$ cat src/rtl/partition_op_arbiter.sv
// Round-robin arbiter that shares one partition_core between NUM_REQ requesters.
// Optional watchdog in WAIT is enabled by defining PARTITION_ARB_TIMEOUT_EN.
module partition_op_arbiter #(
  parameter int NUM_REQ        = 4,
  parameter int REGION_WIDTH   = 64,
  parameter int TIMEOUT_CYCLES = 255
) (
  input  logic                            clk,
  input  logic                            rst_n,
  input  logic [NUM_REQ-1:0]              req_valid,
  input  logic [NUM_REQ*8-1:0]            req_op,
  input  logic [NUM_REQ*REGION_WIDTH-1:0] req_region,
  input  logic [NUM_REQ*8-1:0]            req_arg_a,
  input  logic [NUM_REQ*8-1:0]            req_arg_b,
  output logic [NUM_REQ-1:0]              req_grant,
  output logic [NUM_REQ-1:0]              rsp_valid,
  output logic [7:0]                      rsp_module_id,
  output logic                            rsp_error,
  output logic [7:0]                      core_op,
  output logic [7:0]                      core_psplit_module_id,
  output logic [7:0]                      core_pmerge_m1,
  output logic [7:0]                      core_pmerge_m2,
  output logic [REGION_WIDTH-1:0]         core_pnew_region,
  output logic [REGION_WIDTH-1:0]         core_psplit_mask,
  output logic                            core_op_valid,
  input  logic                            core_op_done,
  input  logic [7:0]                      core_result_module_id,
  output logic                            busy,
  output logic [15:0]                     op_count,
  output logic [1:0]                      dbg_state
);

  // Handshake: req_valid[i] is held with its operands until req_grant[i] is seen
  // high in IDLE; the grant cycle is the accept cycle, and the response is a
  // single rsp_valid[i] pulse later. The core sees a one-cycle core_op_valid
  // strobe and answers with core_op_done sampled only in WAIT.

  localparam int         IDX_W  = (NUM_REQ > 1) ? $clog2(NUM_REQ) : 1;
  localparam logic [7:0] OP_MAX = 8'h02;

  typedef enum logic [1:0] {
    S_IDLE  = 2'd0,
    S_ISSUE = 2'd1,
    S_WAIT  = 2'd2,
    S_RESP  = 2'd3
  } state_t;

  state_t           state, state_nxt;
  logic [IDX_W-1:0] rr_ptr, winner, win_idx, cand, rr_ptr_nxt;
  logic             any_req;
  logic             op_illegal;

`ifdef PARTITION_ARB_TIMEOUT_EN
  logic [15:0] wdog;
  logic        timed_out;
  assign timed_out = (wdog == 16'(TIMEOUT_CYCLES - 1));
`endif

  assign op_illegal = (core_op > OP_MAX);
  assign busy       = (state != S_IDLE);
  assign dbg_state  = state;

  // First requester found scanning upward from rr_ptr, wrapping at NUM_REQ.
  always_comb begin
    any_req = 1'b0;
    win_idx = '0;
    cand    = '0;
    for (int i = 0; i < NUM_REQ; i++) begin
      cand = IDX_W'((int'(rr_ptr) + i) % NUM_REQ);
      if (!any_req && req_valid[cand]) begin
        any_req = 1'b1;
        win_idx = cand;
      end
    end
  end

  assign rr_ptr_nxt = (win_idx == IDX_W'(NUM_REQ - 1)) ? '0 : win_idx + 1'b1;

  always_comb begin
    state_nxt = state;
    unique case (state)
      S_IDLE:  if (any_req) state_nxt = S_ISSUE;
      S_ISSUE: state_nxt = op_illegal ? S_RESP : S_WAIT;
      S_WAIT: begin
        if (core_op_done) state_nxt = S_RESP;
`ifdef PARTITION_ARB_TIMEOUT_EN
        else if (timed_out) state_nxt = S_RESP;
`endif
      end
      S_RESP:  state_nxt = S_IDLE;
      default: state_nxt = S_IDLE;
    endcase
  end

  always_comb begin
    req_grant     = '0;
    rsp_valid     = '0;
    core_op_valid = rst_n && (state == S_ISSUE) && !op_illegal;
    if (rst_n && (state == S_IDLE) && any_req) req_grant[win_idx] = 1'b1;
    if (state == S_RESP) rsp_valid[winner] = 1'b1;
  end

  always_ff @(posedge clk) begin
    if (!rst_n) begin
      state                 <= S_IDLE;
      rr_ptr                <= '0;
      winner                <= '0;
      op_count              <= '0;
      rsp_module_id         <= '0;
      rsp_error             <= 1'b0;
      core_op               <= '0;
      core_psplit_module_id <= '0;
      core_pmerge_m1        <= '0;
      core_pmerge_m2        <= '0;
      core_pnew_region      <= '0;
      core_psplit_mask      <= '0;
`ifdef PARTITION_ARB_TIMEOUT_EN
      wdog                  <= '0;
`endif
    end else begin
      state <= state_nxt;
      unique case (state)
        S_IDLE: begin
          if (any_req) begin
            winner                <= win_idx;
            rr_ptr                <= rr_ptr_nxt;
            core_op               <= req_op[8*win_idx +: 8];
            core_pnew_region      <= req_region[REGION_WIDTH*win_idx +: REGION_WIDTH];
            core_psplit_mask      <= req_region[REGION_WIDTH*win_idx +: REGION_WIDTH];
            core_psplit_module_id <= req_arg_a[8*win_idx +: 8];
            core_pmerge_m1        <= req_arg_a[8*win_idx +: 8];
            core_pmerge_m2        <= req_arg_b[8*win_idx +: 8];
          end
        end
        S_ISSUE: begin
`ifdef PARTITION_ARB_TIMEOUT_EN
          wdog <= '0;
`endif
          if (op_illegal) begin
            rsp_module_id <= 8'hFF;
            rsp_error     <= 1'b1;
          end
        end
        S_WAIT: begin
          if (core_op_done) begin
            rsp_module_id <= core_result_module_id;
            rsp_error     <= 1'b0;
          end
`ifdef PARTITION_ARB_TIMEOUT_EN
          else if (timed_out) begin
            rsp_module_id <= 8'hFF;
            rsp_error     <= 1'b1;
          end else begin
            wdog <= wdog + 16'd1;
          end
`endif
        end
        S_RESP:  op_count <= op_count + 16'd1;
        default: ;
      endcase
    end
  end

endmodule

$ cat config.mk
export PLATFORM = sky130hd
export DESIGN_NAME = partition_op_arbiter
export DESIGN_NICKNAME = d
export VERILOG_FILES = /design/src/rtl/partition_op_arbiter.sv
export SDC_FILE = /design/constraint.sdc
export NUM_CORES = 1
export LEC_CHECK = 0
export CORE_AREA = 2 2 220 222
export DETAILED_ROUTE_END_ITERATION = 10
export DIE_AREA = 0 0 222 224
export DONT_BUFFER_PORTS = 1
export HOLD_SLACK_MARGIN = 0.1
export SYNTH_ARGS = -nofsm -noshare
export SYNTH_HDL_FRONTEND = slang
export SYNTH_SLANG_ARGS = --single-unit
$ cat constraint.sdc
create_clock -name clk -period 3 [get_ports clk]
set_input_delay 0.6 -clock clk [delete_from_list [all_inputs] [get_ports clk]]
set_output_delay 0.6 -clock clk [all_outputs]
set_load 0.005 [all_outputs]
==> reports/metrics.cfg, run 1 <==
[detailed_routing]
wire_per_inst_um = 21.3
drt-total-wl_mm = 31.5
dr.pass1.iters = 5
num_vias = 7324
drt_iter0_drc = 592
viasPerCell = 4.96
drc = 0
ant_nets = 0

[finish]
fin_nets = 1219
stdcell_count = 1476
postLayoutCoreUtil_pct = 17.7
synthToLayoutAreaGrowth_pct = 8.52
final_common_cell = and3_1
layout-drive-gt1-share_pct = 7.60
final_cell_mix = 184 x and3_1, 177 x a211oi_1, 119 x dfxtp_1
fin_area_mm2 = 0.00837

[cts]
htree_levels = 4
clockBufferDepth = 2
cts_root_buf = clkbuf_16
cts_tree = built
cts_buffers = 17
path_clk_slew_ns = 0.07
insertion_delay_ns = 0.46
cts_setup_buffers = 0
cts_sinks = 119

[logic_synthesis]
synthArstFlopShare_pct = 0
synth_fp_nets = 1351
syn_area_mm2 = 0.00771
ys_types = 40
syn_avg_cell_area_um2 = 7.92
ys_seq_area_share_pct = 30.9
netlist_instances = 974
synth.yosys.warnings = 0
synth_seq_cells = 119
synth_edf_count = 0
synth-main-ff-cell = dfxtp_1

[outcome]
status = finished clean

[setup_path]
critical_path.startpoint = rr_ptr[1]
r2r_cells = 6
critical_path_class = reg2out
start_kind = register
worstPathRequired_ns = 2.40
critical_path_arrival_ns = 2.14
critPathCaptureType = output port
worstPathMaxFanout = 18
r2r-start = rr_ptr[0]

[grt]
antenna_found_initial = 11
grt_pass1_vias = 6672
overflow = 0
grt_usage_pct = 12.1
grt_max_degree = 96
grt_pass1_wl_mm = 44.5

[sta]
grt_setup_unrepaired = no
setup_viol = 0
min_period_over_period_pct = 91.3
worstMarginPinSlew_ns = 0.793
final-hold-violation-count = 0
setup_tns_ns = 0
slew_headroom_pct = 47.1
whs_ns = 0.272
finClkSkew_ns = 0.00893
period_minus_slack_ns = 2.74
drv_slew = 0
fmax_mhz = 365
layout_setup_ws_ns = 0.260

[power_and_ir_drop]
p_sw_share_pct = 47.2
p_int_mw = 4.80
p_comb_share_pct = 41.5
p_switching_mw = 4.29
vdd.ir_drop.worst_v = 0.000347
finalPower_mw = 9.09
p_seq_share_pct = 35.7
cellLeakagePower_nw = 3.12
p_per_area_mw_per_mm2 = 1090
p_clk_share_pct = 22.8

[flow_run]
timing.max_cap.violations = 0

[placement]
hpwlAfterDp_mm = 23.9
place_ws_ns = 0.199
dp.cells = 1438
dpl_cell_area_mm2 = 0.00777
gp_congestion = 0.891
port_buffers = 0

[die]
pin_count = 564
die_height_um = 224
die-area_mm2 = 0.0497
core_mm2 = 0.0473
die_x_um = 222
start_util_pct = 16.3
num_rows = 80

[hold_path]
min_path_cells = 1
hp-class = in2reg
hold_start = rst_n

==> cells by family (layout without fill, tap and decap cells) <==
| group | count (synthesis) | in the layout | share of synthesized area (%) |
|---|---|---|---|
| AOI/OAI and AO/OA | 290 | 290 | 28.2 |
| xor gates and xnor gates | 13 | 13 | 1.48 |
| adders and majority gates | 10 | 10 | 1.62 |
| buffers and inverters | 190 | 71 | 13.6 |
| DFF | 119 | 119 | 30.9 |
| muxes | 1 | 1 | 0.130 |
| other | 0 | 6 | 0 |
| and+or+nand+nor | 351 | 351 | 24.0 |
==> layer usage <==
| layer | vias to the layer above | track usage [%] | share of wire [%] |
|---|---|---|---|
| met5 | - | 0 | 0.076 |
| li1 | 3312 | - | - |
| met2 | 435 | 19.6 | 47 |
| met4 | 4 | 5.65 | 3.6 |
| met3 | 67 | 5.30 | 9.9 |
| met1 | 3506 | 13.7 | 39 |
==> state kept, by name (all words and copies together), names as in the netlist <==
name              count
core_pmerge_m2        8
core_op               8
dbg_state             2
winner                2
rsp_module_id         8
core_psplit_mask     64
rr_ptr                2
core_pmerge_m1        8
op_count             16
rsp_error             1
==> power groups by stage <==
stage	sequential [mW]	combinational, mW	clock [mW]
2_1_floorplan	2.77	3.52	0
3_3_place_gp	3.27	3.65	0
3_5_place_dp	3.27	3.78	0
4_1_cts	3.25	3.79	2.19
5_1_grt	3.32	4.17	2.24
6_report	3.24	3.77	2.08
==> repair_timing <==
item | in CTS | in global routing
resized for setup | 1 | 0
hold buffers | 0 | 0
setup endpoints to repair | 4 | 0
==> synthesized netlist by cell type (all sizes together) (2+ instances only) <==
master	instances	area, um2
and3	184	1150
a211oi	177	1330
dfxtp	119	2380
nand2	107	402
buf	93	683
o31ai	88	661
clkbuf	82	308
nor2	33	124
inv	15	58.8
ha	10	125
a311oi	8	70.1
xor2	7	61.3
a21oi	6	30.0
nand4	6	37.5
xnor2	6	52.6
nor2b	5	31.3
o21ai	4	20.0
a21boi	2	15.0
and2	2	15.0
nand2b	2	12.5
nor3	2	10.0
nor4	2	12.5
or3	2	12.5
==> layout make-up <==
class                   count  area (um2)
fillers                  5309       39000
multi-input cells         665        4320
diodes                      6        15.0
repair buffers             24         243
flip-flops and latches    119        2380
clock buffers              17         425
well taps                 615         769
clock inverters            15         155
inverters                  15        62.6
==> worst paths after layout <==
kind	slack [ns]	to
max	0.26	req_grant[1]
min	0.27	dbg_state[0]
min reg2reg	0.48	core_pmerge_m2[7]
max reg2reg	0.55	core_psplit_mask[6]
==> critical path, cell delays in order (launching register included) <==
cell and delay [ns]:
dfxtp_1 0.42, a21boi_0 0.17, o32ai_4 0.38, buf_4 0.34, ha_1 0.20, and3_1 0.17
(Power assumes the default switching activity.)
==> inputs of run 2 (changes only) <==
--- a/config.mk
+++ b/config.mk
@@ -9,6 +9,7 @@
 export DETAILED_ROUTE_END_ITERATION = 10
 export DIE_AREA = 0 0 222 224
 export DONT_BUFFER_PORTS = 1
+export GPL_TIMING_DRIVEN = 0
 export HOLD_SLACK_MARGIN = 0.1
 export SYNTH_ARGS = -nofsm -noshare
 export SYNTH_HDL_FRONTEND = slang
==> run 2 against run 1 <==
Compared with the run above: hold slack worse by 0.0049 ns; clock power is 2% higher; worst setup slack worse by 0.19 ns; utilization is 1.9 points higher; global-route usage is 3.9 points higher; flip-flop and latch count stayed put; first-iteration DRC count is 1.2% higher; final area is 11% higher; critical endpoint is now core_pmerge_m1[3]; count of clock-buffer cells in the layout stayed put.
==> reports/metrics.cfg, run 2 (synthesis gave the netlist of run 1 again) <==
[cts]
clockBufferDepth = 2  ; unchanged
path_clk_slew_ns = 0.07  ; about the same
cts_root_buf = clkbuf_16
cts_tree = built
cts_buffers = 17  ; unchanged
holdBufCountCts = 0  ; unchanged
htree_levels = 4  ; unchanged
insertion_delay_ns = 0.48  ; +0.02 ns
cts_sinks = 119  ; unchanged

[setup_path]
worstPathRequired_ns = 3.35  ; +0.95 ns
critical_path_class = reg2reg
critical_path_arrival_ns = 3.28  ; +1.14 ns
worstPathMaxFanout = 10  ; -8
critPathCaptureType = register
start_kind = register
r2r_cells = 9  ; +3
reg2reg_slack_ns = 0.07  ; -0.48 ns
r2r-start = rr_ptr[0]
r2r_end = core_pmerge_m1[3]

[grt]
antenna_found_initial = 12  ; +1
grt_pass1_wl_mm = 56.8  ; +28%
grt_max_degree = 17  ; -82%
overflow = 0  ; unchanged
grt_usage_pct = 16.0  ; +3.9 points
grt_pass1_vias = 7855  ; +18%

[die]
core_mm2 = 0.0473  ; unchanged
die-area_mm2 = 0.0497  ; unchanged
die_height_um = 224  ; unchanged
pin_count = 564  ; unchanged
die_x_um = 222  ; unchanged
num_rows = 80  ; unchanged
start_util_pct = 16.3  ; unchanged

[detailed_routing]
dr.pass1.iters = 5  ; unchanged
drt_iter0_drc = 599  ; +1.2%
num_vias = 8150  ; +11%
drt-total-wl_mm = 41.2  ; +31%
drt-met1-wl_mm = 17.2  ; +39%
ant_nets = 0  ; unchanged
viasPerCell = 4.99  ; +0.58%
wl_met3_mm = 3.15  ; +0.54%
drc = 0  ; unchanged
topRoutingLayerUsed = met5
wl_met2_mm = 19.5  ; +32%
wire_per_inst_um = 25.3  ; +18%

[power_and_ir_drop]
p_switching_mw = 5.00  ; +16%
p_int_mw = 5.51  ; +15%
cellLeakagePower_nw = 3.63  ; +16%
p_per_area_mw_per_mm2 = 1130  ; +4.2%
p_clk_share_pct = 20.3  ; -2.5 points
p_seq_share_pct = 29.6  ; -6.1 points
p_comb_share_pct = 50.1  ; +8.6 points
p_sw_share_pct = 47.6  ; +0.38 points
vdd.ir_drop.worst_v = 0.000383  ; +10%

[finish]
largest_register_ffs = 64  ; unchanged
postLayoutCoreUtil_pct = 19.6  ; +1.9 points
stdcell_count = 1633  ; +11%
n_fill_cell = 5303  ; -0.11%
final_cell_mix = 182 x and3_1, 175 x a211oi_1, 117 x dfxtp_1
reg_top3 = core_psplit_mask: 64 flops, op_count: 16 flops
final_common_cell = and3_1
fin_nets = 1374  ; +13%
regMostFlops = core_psplit_mask
synthToLayoutAreaGrowth_pct = 20.3
layout-drive-gt1-share_pct = 15.0  ; +7.4 points

[hold_path]
hp-class = in2reg
min_path_cells = 2  ; +1
min_to = rsp_module_id[2]
hold_start = core_result_module_id[2]

[sta]
min_period_over_period_pct = 97.7  ; +6.4 points
slew_headroom_pct = 21.1  ; -26 points
setup_viol = 0  ; unchanged
worstMarginPinSlew_ns = 1.18  ; +0.390 ns
finClkSkew_ns = 0.0146  ; +0.00565 ns
drv_slew = 0  ; unchanged
grt_setup_unrepaired = no
fmax_mhz = 341  ; -6.5%
setup_tns_ns = 0  ; unchanged
final-hold-violation-count = 0  ; unchanged
period_minus_slack_ns = 2.93  ; +0.192 ns

[placement]
port_buffers = 0  ; unchanged
dp.cells = 1590  ; +11%
hpwlAfterDp_mm = 32.4  ; +35%
gp_congestion = 1.03  ; +15%

[flow_run]
timing.max_cap.violations = 0  ; unchanged

[outcome]
status = finished clean

[run 2: cell types whose count changed in the layout (fill, tap and decap cells not counted), sizes merged]
cell,change
diode,+2
buf,+76
inv,+1
bufbuf,+1
clkinv,-1
clkbuf,+78
[run 2: final cells by class]
class                   count  area (um2)  area share [%]
plain buffers             170         998            10.8
diodes                      8        20.0           0.216
repair buffers              9         113            1.21
well taps                 615         769            8.29
flip-flops and latches    119        2380            25.7
inverters                  15        71.3           0.769
clock inverters            15         158            1.70
clock buffers              17         425            4.59
multi-input cells         665        4340            46.8
[run 2: power by group through the flow]
stage | Combinational (mW) | Sequential [mW] | Clock (mW)
2_1_floorplan | 3.52 | 2.77 | 0
3_3_place_gp | 5.00 | 3.13 | 0
3_5_place_dp | 5.12 | 3.14 | 0
5_1_grt | 5.76 | 3.19 | 2.26
6_report | 5.26 | 3.11 | 2.13
4_1_cts | 5.28 | 3.12 | 2.22
[run 2: through the flow]
step	hold WS, ns	total power, mW	instance area, um2	worst slack [ns]
after detailed placement	0.476	8.25	8520	-1.05
after global routing	0.244	11.2	9270	0.00951
after global placement	0.470	8.13	8480	-1.65
after CTS	0.217	10.6	9240	0.0196
after floorplan	0.449	6.29	7710	0.223
final	0.267	10.5	9280	0.0682
[run 2: worst max path at each step]
stage / to / start / slack [ns] / depth (start not counted)
2_1_floorplan: req_grant[1] / req_valid[2] / 0.22 / 9
3_3_place_gp: core_psplit_mask[9] / req_valid[2] / -1.65 / 7
3_5_place_dp: core_psplit_mask[7] / req_valid[2] / -1.05 / 8
4_1_cts: req_grant[1] / rr_ptr[0] / 0.02 / 7
5_1_grt: req_grant[2] / rr_ptr[1] / 0.01 / 7
6_report: core_pmerge_m1[3] / rr_ptr[0] / 0.07 / 9
[run 2: repair_timing]
| action | in CTS | in global routing |
|---|---|---|
| cloned | 1 | 0 |
| pin swaps | 4 | 2 |
| resized for setup | 23 | 4 |
| setup buffers | 5 | 2 |
| endpoints found under the setup margin | 92 | 17 |
[run 2: critical path: stages, from the launching register on]
cell and delay [ns]:
dfxtp_2 0.34, nor2b_1 0.08, or4b_4 0.52, buf_4 0.19, buf_4 0.17, clkbuf_1 0.34
clkbuf_1 0.32, and3_1 0.24, a211oi_1 0.45, o31ai_1 0.15
[run 2: routing by layer]
layer	track usage, %	vias up
li1	-	3623
met2	26.1	481
met4	7.04	2
met3	4.46	79
met5	0	-
met1	19.8	3965
